$ cat config.mk
export PLATFORM = sky130hd
export DESIGN_NAME = audio_mixer
export DESIGN_NICKNAME = d
export VERILOG_FILES = /design/src/rtl/audio_mixer.sv
export SDC_FILE = /design/constraint.sdc
export NUM_CORES = 1
export LEC_CHECK = 0
export BUFFER_PORTS_ARGS = -buffer_cell sky130_fd_sc_hd__buf_2
export CORE_MARGIN = 2
export CORE_UTILIZATION = 40
export CTS_CLUSTER_DIAMETER = 60
export CTS_CLUSTER_SIZE = 16
export DETAILED_ROUTE_END_ITERATION = 16
export PLACE_DENSITY = 0.6
export SLEW_MARGIN = 20
export SYNTH_ARGS = -nofsm -noshare
export SYNTH_HDL_FRONTEND = slang
export SYNTH_SLANG_ARGS = --single-unit
export TNS_END_PERCENT = 1
$ cat constraint.sdc
create_clock -name clk -period 8.2 [get_ports clk]
set_clock_uncertainty 0.05 [all_clocks]
set_input_delay 1.64 -clock clk [delete_from_list [all_inputs] [get_ports clk]]
set_output_delay 1.64 -clock clk [all_outputs]
set_load 0.01 [all_outputs]
$ cat src/rtl/audio_mixer.sv
// Mono PCM mixer: per-channel gain/mute, one shared multiplier stepping
// through the channels, saturating output register for the serializer.
module audio_mixer #(
  parameter int NUM_CH    = 4,
  parameter int IN_BITS   = 16,
  parameter int OUT_BITS  = 16,
  parameter int GAIN_BITS = 8
) (
  input  logic                          clk,
  input  logic                          reset,
  input  logic                          sample_tick,
  input  logic [NUM_CH*IN_BITS-1:0]     ch_in,
  input  logic [NUM_CH*GAIN_BITS-1:0]   ch_gain,
  input  logic [NUM_CH-1:0]             ch_mute,
  input  logic                          clr_flags,
  output logic [OUT_BITS-1:0]           pcm_out,
  output logic                          pcm_valid,
  output logic                          busy,
  output logic                          clip,
  output logic                          overrun
);

  localparam int IDX_W  = (NUM_CH > 1) ? $clog2(NUM_CH) : 1;
  localparam int ACC_W  = IN_BITS + GAIN_BITS + $clog2(NUM_CH) + 1;
  localparam int PROD_W = IN_BITS + GAIN_BITS + 1;
  localparam logic signed [ACC_W-1:0] SAT_MAX =
    {{(ACC_W-OUT_BITS+1){1'b0}}, {(OUT_BITS-1){1'b1}}};
  localparam logic signed [ACC_W-1:0] SAT_MIN = ~SAT_MAX;

  typedef enum logic [1:0] {IDLE, MAC, OUT} state_t;

  state_t                        state_reg;
  logic [NUM_CH*IN_BITS-1:0]     in_shadow_reg;
  logic [NUM_CH*GAIN_BITS-1:0]   gain_shadow_reg;
  logic [NUM_CH-1:0]             mute_shadow_reg;
  logic [IDX_W-1:0]              idx_reg;
  logic signed [ACC_W-1:0]       acc_reg;

  logic signed [IN_BITS-1:0]     in_ch   [NUM_CH];
  logic [GAIN_BITS-1:0]          gain_ch [NUM_CH];

  genvar gi;
  generate
    for (gi = 0; gi < NUM_CH; gi++) begin : g_unpack
      assign in_ch[gi]   = in_shadow_reg[gi*IN_BITS +: IN_BITS];
      assign gain_ch[gi] = gain_shadow_reg[gi*GAIN_BITS +: GAIN_BITS];
    end
  endgenerate

  logic signed [PROD_W-1:0] in_ext;
  logic signed [PROD_W-1:0] gain_ext;
  logic signed [PROD_W-1:0] prod;
  logic signed [ACC_W-1:0]  acc_next;

  // Gain is unsigned, so it is widened with a zero MSB before the signed multiply.
  always_comb begin
    in_ext   = PROD_W'(in_ch[idx_reg]);
    gain_ext = PROD_W'({1'b0, gain_ch[idx_reg]});
    prod     = mute_shadow_reg[idx_reg] ? '0 : in_ext * gain_ext;
    acc_next = acc_reg + ACC_W'(prod);
  end

  logic signed [ACC_W-1:0] shifted;
  logic [OUT_BITS-1:0]     sat_val;
  logic                    sat_hit;

  always_comb begin
    shifted = acc_reg >>> (GAIN_BITS-1);
    sat_hit = 1'b0;
    sat_val = shifted[OUT_BITS-1:0];
    if (shifted > SAT_MAX) begin
      sat_hit = 1'b1;
      sat_val = {1'b0, {(OUT_BITS-1){1'b1}}};
    end else if (shifted < SAT_MIN) begin
      sat_hit = 1'b1;
      sat_val = {1'b1, {(OUT_BITS-1){1'b0}}};
    end
  end

  always_ff @(posedge clk) begin
    if (reset) begin
      state_reg       <= IDLE;
      pcm_out         <= '0;
      pcm_valid       <= 1'b0;
      busy            <= 1'b0;
      clip            <= 1'b0;
      overrun         <= 1'b0;
      acc_reg         <= '0;
      idx_reg         <= '0;
      in_shadow_reg   <= '0;
      gain_shadow_reg <= '0;
      mute_shadow_reg <= '0;
    end else begin
      pcm_valid <= 1'b0;
      // Flag sets below are later in the block, so a set beats a clear.
      if (clr_flags) begin
        clip    <= 1'b0;
        overrun <= 1'b0;
      end
      case (state_reg)
        IDLE: begin
          if (sample_tick) begin
            in_shadow_reg   <= ch_in;
            gain_shadow_reg <= ch_gain;
            mute_shadow_reg <= ch_mute;
            acc_reg         <= '0;
            idx_reg         <= '0;
            busy            <= 1'b1;
            state_reg       <= MAC;
          end
        end
        MAC: begin
          if (sample_tick) overrun <= 1'b1;
          acc_reg <= acc_next;
          idx_reg <= idx_reg + IDX_W'(1);
          if (idx_reg == IDX_W'(NUM_CH-1)) state_reg <= OUT;
        end
        OUT: begin
          if (sample_tick) overrun <= 1'b1;
          if (sat_hit) clip <= 1'b1;
          pcm_out   <= sat_val;
          pcm_valid <= 1'b1;
          busy      <= 1'b0;
          state_reg <= IDLE;
        end
        default: state_reg <= IDLE;
      endcase
    end
  end

endmodule

# After elaboration in Yosys (flattened, before gate mapping)
# Index checks and enable logic that the tools add are counted.
# word_totals
ff_bits	151
word_cells	61
# classes
n_addsub	2
n_eq_ne	5
mul	1
n_reduce_logical	8
bitwise_logic	1
order_cmp	4
mux	29
# ops
op	n
16-bit 2-to-1 mux	4
27-bit one-hot mux with 2 select lines	1
16-bit binary-select mux with 2-bit select	1
27-bit by 25-bit adder with 27-bit output	1
27-bit 2-to-1 mux	1
16-bit by 9-bit multiplier with 25-bit output	1
25-bit 2-to-1 mux	1
20-bit by 16-bit > comparator with 1-bit output (second input constant)	1
20-bit by 16-bit less-than comparator with 1-bit output (second input constant)	1
8-bit binary-select mux with 2-bit select	1
8-bit 2-to-1 mux	2
1-bit 2-to-1 mux	11
2-bit one-hot mux with 2 select lines	2
2-bit AND reduction	4
2-bit 2-to-1 mux	3
2-bit equality test (second input constant)	2
2-bit inequality test (second input constant)	2
2-bit nonzero test	2
3-bit >= comparator (second input constant)	1
2-bit by 3-bit less-than comparator with 1-bit output (second input constant)	1
2-bit NOT with 3-bit output	1
2-bit by 1-bit adder with 2-bit output (second input constant)	1
1-bit binary-select mux with 2-bit select	1
2-bit by 1-bit equality test with 1-bit output (second input constant)	1
other kinds (3)	3

# Longest topological paths before layout
# Gate-level depths: netlist of run 1.
# logic_depth
word_depth	8
depth_mapped	33

# Least setup slack after synthesis of run 1
# No wires, ideal clock.
# synth_timing
path_kind	register to register
start	register idx_reg[1]
end	register acc_reg[25]
period_less_slack_ps	7434
setup_ps	117
setup_slack_ps	766
arrival_time_ps	7267
path_stages_with_launch	28
path_cell_list	dfxtp_1 -> buf_2 -> buf_1 -> clkbuf_1 -> mux4_2 -> and2_1 -> fa_1 -> fa_1 -> fa_1 -> inv_1 -> fa_1 -> inv_1 -> ha_1 -> o21a_1 -> o2111a_1 -> a211oi_2 -> a21oi_1 -> a311oi_2 -> nor2_1 -> a2111oi_0 -> nor3_1 -> ha_1 -> or3_2 -> nor4_2 -> o31ai_1 -> maj3_2 -> xnor2_1 -> o21ai_1
# synth_between
elab_chain_cells	8
elab_cells_between_ends	13
classes_between	1 x add/sub; 1 x mul; 10 x mux; 1 x bitwise
# synth_lines
item	line_no	text
start: declaration	36	logic [IDX_W-1:0] idx_reg;
start signal: assignment	115	idx_reg <= idx_reg + IDX_W'(1);
2-bit NOT with 3-bit output (implied by the code)	57, 58	
16-bit binary-select mux with 2-bit select / 8-bit binary-select mux with 2-bit select (equally long branches)	57, 58	
16-bit 2-to-1 mux (implied by the code) / 8-bit 2-to-1 mux (equally long branches) (2 in a row)	57, 58	
16-bit by 9-bit multiplier with 25-bit output	59	prod = mute_shadow_reg[idx_reg] ? '0 : in_ext * gain_ext;
25-bit 2-to-1 mux (*)	59	
27-bit by 25-bit adder with 27-bit output (*)	60	acc_next = acc_reg + ACC_W'(prod);
27-bit one-hot mux with 2 select lines (*)	100	case (state_reg)
end signal: assignment	114	acc_reg <= acc_next;
end: declaration	37	logic signed [ACC_W-1:0] acc_reg;
# Mark *: on every way between the ends. The rest lies on a longest branch, timed or not. The select of a mux whose other input is x is not followed.
# A chain may end at the register's enable or synchronous reset.

# Worst setup path after layout of run 1
# layout_timing
start	register idx_reg[0]
end	register acc_reg[25]
# Same word-level chain as after synthesis.

==> results of run 1 <==
area by class of cell:
type,instances,area share
tap,390,0.0361
multi-input combinational,1047,0.596
clock inverter,15,0.0131
sequential,151,0.224
clock buffer,17,0.0315
timing repair buffer,132,0.0513
inverter,174,0.0483
logic make-up after synthesis:
logic type | Yosys count | share of synthesized area
AOI/OAI and AO/OA | 277 | 0.139
adders and majority gates | 183 | 0.256
DFF | 151 | 0.252
and+or+nand+nor | 521 | 0.198
buffers and inverters | 241 | 0.0772
muxes | 28 | 0.0495
xor gates and xnor gates | 38 | 0.0278
placed cells by master (no fill, tap or decap), types with 3 or more instances in the layout:
cell type / instances
nand2_1: 301
inv_1: 174
a21oi_1: 160
dfxtp_1: 149
buf_2: 122
fa_1: 103
ha_1: 79
and2_1: 62
nor2_1: 60
xnor2_1: 26
mux4_2: 25
nand2b_1: 22
a22oi_1: 19
o211ai_1: 18
clkbuf_16: 17
o21ai_0: 16
nor2b_1: 15
nor3_1: 15
nand3_1: 13
xor2_1: 12
o21ai_1: 9
or3_1: 9
a211oi_1: 8
a21o_1: 8
buf_4: 8
o21bai_1: 6
inv_8: 6
clkinv_8: 4
o21a_1: 3
and3_1: 3
mux2i_1: 3
a32oi_1: 3
inv_6: 3
cell usage after synthesis, drive strengths merged, types with 3 or more instances:
| cell | count | area [sq um] |
|---|---|---|
| a211oi | 10 | 85.1 |
| a21boi | 3 | 26.3 |
| a21o | 10 | 77.6 |
| a21oi | 162 | 815 |
| a22oi | 19 | 143 |
| a32oi | 3 | 26.3 |
| and2 | 63 | 394 |
| and3 | 4 | 26.3 |
| buf | 8 | 48.8 |
| clkbuf | 59 | 223 |
| dfxtp | 151 | 3020 |
| fa | 103 | 2060 |
| ha | 79 | 988 |
| inv | 174 | 653 |
| mux2i | 3 | 30.0 |
| mux4 | 25 | 563 |
| nand2 | 302 | 1130 |
| nand2b | 22 | 138 |
| nand3 | 13 | 65.1 |
| nor2 | 60 | 225 |
| nor2b | 16 | 103 |
| nor3 | 15 | 75.1 |
| nor3b | 3 | 27.5 |
| nor4 | 3 | 31.3 |
| nor4b | 3 | 32.5 |
| o211ai | 18 | 135 |
| o21a | 3 | 22.5 |
| o21ai | 25 | 125 |
| o21bai | 7 | 56.3 |
| or3 | 11 | 71.3 |
| xnor2 | 26 | 228 |
| xor2 | 12 | 105 |
where the power goes:
| part | leakage, uW | internal, uW | switching, uW |
|---|---|---|---|
| Clock | 0.000295 | 414 | 400 |
| Sequential | 0.00124 | 772 | 27.3 |
| Combinational | 0.00465 | 181 | 288 |
how the worst max path moves through the flow:
stage,cells past startpoint,to,slack [ps]
global placement,28,acc_reg[26]$_SDFFE_PP0P_,460
CTS,28,acc_reg[25]$_SDFFE_PP0P_,240
global route,28,acc_reg[25]$_SDFFE_PP0P_,10
finish,28,acc_reg[25]$_SDFFE_PP0P_,550
detailed placement,28,acc_reg[25]$_SDFFE_PP0P_,330
floorplan,27,acc_reg[25]$_SDFFE_PP0P_,770
layer usage:
layer / GRT usage / vias to the layer above
met4: 0.0465 / 0
li1: - / 4868
met1: 0.272 / 4707
met3: 0.0309 / 22
met2: 0.299 / 224
met5: 0 / -
tightest hold or removal path, delay by kind of cell (launching register included):
family           cells  cell delay (ps)
flip-flops           1              310
AND/OR/NAND/NOR      1               50
AO/OA/AOI/OAI        1               50
stage by stage:
step	utilization	setup slack, ps	power, uW	cell area, sq um	std cells
2_1_floorplan	-	766	1150	12000	1439
3_3_place_gp	0.436	458	1280	12900	1893
3_5_place_dp	0.436	334	1280	12900	1893
4_1_cts	0.456	244	2100	13500	1925
5_1_grt	0.457	13.2	2200	13500	1926
6_report	0.457	550	2080	13500	1926
repair_timing:
item | in CTS | in global routing
setup buffers | 0 | 1
hold buffers | 0 | 0
resized for setup | 0 | 3
endpoints found under the setup margin | 0 | 4
==> impl_metrics.tcl, run 1 <==
set metrics [dict create \
    top_layer "met4" \
    max_slew.worst_pin.slew_ps 1110 \
    required_ps 8460 \
    die_y_um 177 \
    start_util 0.405 \
    hp-class "flop to flop" \
    rsz0062_at_grt "no" \
    grt_antenna_before_repair 0 \
    fin_hold_ws_ps 406 \
    min_period_ps 7650 \
    final_max_slew_viol_count 0 \
    critPathTopFamily "adder cells" \
    h-tree-depth 4 \
    place_congestion 0.898 \
    slowest_stage "mux4_2" \
    coreArea_sq_um 29600 \
    numPortBuffers 123 \
    synth_edf_count 0 \
    crit_fanout 11 \
    yosysWarnings 0 \
    grt_use_total 0.190 \
    clockBufferDepth 2 \
    diodes 0 \
    drive_above_1_share 0.140 \
    finalSetupViolCount 0 \
    area_delta_synth_final_pct 12.8 \
    min_path_cells 2 \
    ys.flop_type "dfxtp_1" \
    io_pins 124 \
    largest_reg_flops 64 \
    setup_tns_ps 0 \
    met2_length_um 13600 \
    synth_cell_types 67 \
    dp_hpwl_um 22400 \
    min_from "gain_shadow_reg[21]$_SDFFE_PP0P_" \
    status "completed" \
    grt_max_degree 103 \
    cpPeakStageDelay_ps 630 \
    first_pass_iters 5 \
    vias_per_cell 5.10 \
    r2r-end "acc_reg[25]$_SDFFE_PP0P_" \
    met1Wirelength_um 14200 \
    multi_input_area_sq_um 8050 \
    grt_overflow 0 \
    ir_drop_v 0.000172 \
    start_kind "flop" \
    cp_data_arrival_time_ps 7910 \
    clk_latency_ps 450 \
    die_w_um 177 \
    clk_pin_slew_ps 70 \
    synth-seq-area-share 0.252 \
    hold_path_end "gain_shadow_reg[21]$_SDFFE_PP0P_" \
    grt_pass1_wl_um 47600 \
    wl_per_cell_um 15.3 \
    fmax_mhz 131 \
    setup.worst_path.end_class "flop" \
    syn-num-nets 1725 \
    ant_nets 0 \
    grt_pass1_vias 9473 \
    cts_tree "done" \
    ff_latch_area_sq_um 3030 \
    drtIter0Drc 464 \
    die_area_sq_um 31400 \
    rrSetupSlack_ps 550 \
    cts_made_buffers 17 \
    timing.rr.start "idx_reg[0]$_SDFFE_PP0P_" \
    maxCapViolations 0 \
    routed_wl_um 29400 \
    ff2ff_path_depth 28 \
    synth_seq_cells 151 \
    leakagePower_uw 0.00618 \
    num-fill-cells 2933 \
    clock-sinks 151 \
    pwr_density_cell_nw_per_um2 154 \
    rows 63 \
    crit_top_cell "fa_1" \
    syn_area_per_cell_sq_um 8.33 \
    hold_viol_final 0 \
    wl_met3_um 1320 \
    max_slew_margin 0.260 \
    async_flop_share 0 \
    netlist_instances 1439 \
    final_nets 1809 \
    path_class "flop to flop" \
    finalCritPeriodShare 0.933 \
    startpoint "idx_reg[0]$_SDFFE_PP0P_" \
    netlist_area_sq_um 12000 \
    path_buf_inv 4 \
    cts_root_buf "clkbuf_16" \
    post-route-drc-count 0 \
    num_vias 9821 \
]
(Power assumes the default switching activity.)
==> run 2, diff against run 1 <==
--- a/config.mk
+++ b/config.mk
@@ -11,6 +11,8 @@
 export CTS_CLUSTER_DIAMETER = 60
 export CTS_CLUSTER_SIZE = 16
 export DETAILED_ROUTE_END_ITERATION = 16
+export GPL_TIMING_DRIVEN = 0
+export MAX_ROUTING_LAYER = met4
 export PLACE_DENSITY = 0.6
 export SLEW_MARGIN = 20
 export SYNTH_ARGS = -nofsm -noshare
==> run 2 against run 1 <==
Register-to-register slack lost 100 ps. Critical path depth rose by 2. Highest routed layer unchanged. Final cell count rose by 3.6%. Final area up 2.4%. Largest cell class unchanged. Non-clock buffer count grew 69. Critical endpoint unchanged.
==> impl_metrics.tcl, run 2 (synthesized netlist as in run 1, its figures left out) <==
set metrics [dict create \
    sequentialPowerShare 0.381 \
    ant_nets 0 \
    drtIter0Drc 477 \
    max_slew_margin 0.456 \
    diodes 0 \
    die_w_um 177 \
    die_area_sq_um 31400 \
    min_from "in_shadow_reg[35]$_SDFFE_PP0P_" \
    layout_commonest_cell "nand2_1" \
    pwr_density_cell_nw_per_um2 151 \
    finalSetupViolCount 0 \
    cp_data_arrival_time_ps 8030 \
    cts_made_buffers 17 \
    first_pass_iters 5 \
    setup_tns_ps 0 \
    final_max_slew_viol_count 0 \
    start_util 0.405 \
    swShare 0.321 \
    cts_root_buf "clkbuf_16" \
    maxCapViolations 0 \
    comb_power_share 0.241 \
    path_buf_inv 5 \
    required_ps 8480 \
    clk_latency_ps 440 \
    path_class "flop to flop" \
    critPathTopFamily "adder cells" \
    area_delta_synth_final_pct 15.4 \
    routed_wl_um 31500 \
    p_sw_uw 671 \
    start_kind "flop" \
    grt_pass1_wl_um 51300 \
    clock-sinks 151 \
    rows 63 \
    finish.utilization 0.468 \
    vias_per_cell 5.12 \
    clk_pin_slew_ps 70 \
    hold_viol_final 0 \
    drive_above_1_share 0.142 \
    crit_top_cell "fa_1" \
    startpoint "idx_reg[0]$_SDFFE_PP0P_" \
    leakagePower_uw 0.00633 \
    dp.cells 1952 \
    cts_tree "done" \
    grt_max_degree 17 \
    crit_fanout 10 \
    grt_antenna_before_repair 1 \
    cpPeakStageDelay_ps 660 \
    wl_per_cell_um 15.8 \
    ff_latch_area_sq_um 3020 \
    status "completed" \
    grt_pass1_vias 10000 \
    numPortBuffers 123 \
    ir_drop_v 0.000153 \
    fin_cells 1995 \
    num-fill-cells 2968 \
    p_int_uw 1420 \
    max_slew.worst_pin.slew_ps 816 \
    final_nets 1878 \
    setup.worst_path.end_class "flop" \
    largest_reg_flops 64 \
    num_vias 10200 \
    clock_power_share 0.378 \
    clockBufferDepth 2 \
    slowest_stage "mux4_2" \
    grt_overflow 0 \
    post-route-drc-count 0 \
    postCtsHoldBufs 0 \
    timing.rr.start "idx_reg[0]$_SDFFE_PP0P_" \
    finalCritPeriodShare 0.945 \
    io_pins 124 \
    finalPower_uw 2090 \
    h-tree-depth 4 \
    dp_hpwl_um 25200 \
    hp-class "flop to flop" \
    layout_common_cells "302 x nand2_1, 174 x inv_1, 160 x a21oi_1, 151 x dfxtp_1, 125 x buf_2" \
    grt_use_total 0.215 \
    fmax_mhz 129 \
    coreArea_sq_um 29600 \
    min_period_ps 7750 \
    place_congestion 0.878 \
    die_y_um 177 \
    multi_input_area_sq_um 8060 \
]
[run 2: changes by cell type in the layout (fill, tap and decap cells not counted), moves of 4 or more]
cell      previous run  this run
clkbuf_1             0        53
clkinv_8             4         0
buf_4                8        14
inv_8                6         0
[run 2: worst register-to-register path, delay by kind of cell, from the launching register on]
kind / cells / cell delay, ps
xor gates and xnor gates: 2 / 290
and+or+nand+nor: 7 / 1160
AOI/OAI and AO/OA: 8 / 1620
buffers and inverters: 5 / 540
adders and majority gates: 7 / 2970
DFF: 1 / 350
muxes: 1 / 660
[run 2: path summary, 6_finish.rpt]
path / endpoint / slack [ps] / cells after the start
max reg2reg: acc_reg[25]$_SDFFE_PP0P_ / 450 / 30
min: in_shadow_reg[35]$_SDFFE_PP0P_ / 400 / 2
max: acc_reg[25]$_SDFFE_PP0P_ / 450 / 30
min reg2reg: in_shadow_reg[35]$_SDFFE_PP0P_ / 400 / 2
[run 2: what timing repair did]
item,in CTS,in global routing
setup endpoints to repair,7,5
hold endpoints to repair,0,0
setup buffers,0,13
pin swaps,0,8
gates resized for setup,10,27
[run 2: layout make-up]
cell class                 instances  share of cell area
inverter                         174              0.0472
multi-input combinational       1047               0.583
tap                              390              0.0353
buffer                            65              0.0225
timing repair buffer             136              0.0516
clock buffer                      20              0.0316
sequential                       151               0.219
clock inverter                    12              0.0101
[run 2: power groups by stage]
stage | logic (uW) | clock network [uW] | registers (uW)
global placement | 486 | 0 | 811
CTS | 498 | 803 | 797
finish | 505 | 790 | 797
detailed placement | 495 | 0 | 813
floorplan | 352 | 0 | 803
global route | 572 | 832 | 800
[run 2: per-layer routing]
metal | global-route usage | wire (um) | vias to the layer above | share of wire
li1 | - | - | 5021 | -
met1 | 0.284 | 14600 | 4935 | 0.46
met2 | 0.342 | 14900 | 230 | 0.47
met3 | 0.0361 | 1470 | 25 | 0.047
met4 | 0.0582 | 495 | 0 | 0.016
met5 | - | 0 | - | 0
[run 2: metrics by stage]
step | setup WS (ps) | hold slack [ps] | instance area, sq um
global route | -10.1 | 423 | 13800
finish | 448 | 402 | 13800
CTS | 8.18 | 405 | 13700
detailed placement | -722 | 397 | 13100
global placement | -663 | 389 | 13100
floorplan | 766 | 383 | 12000
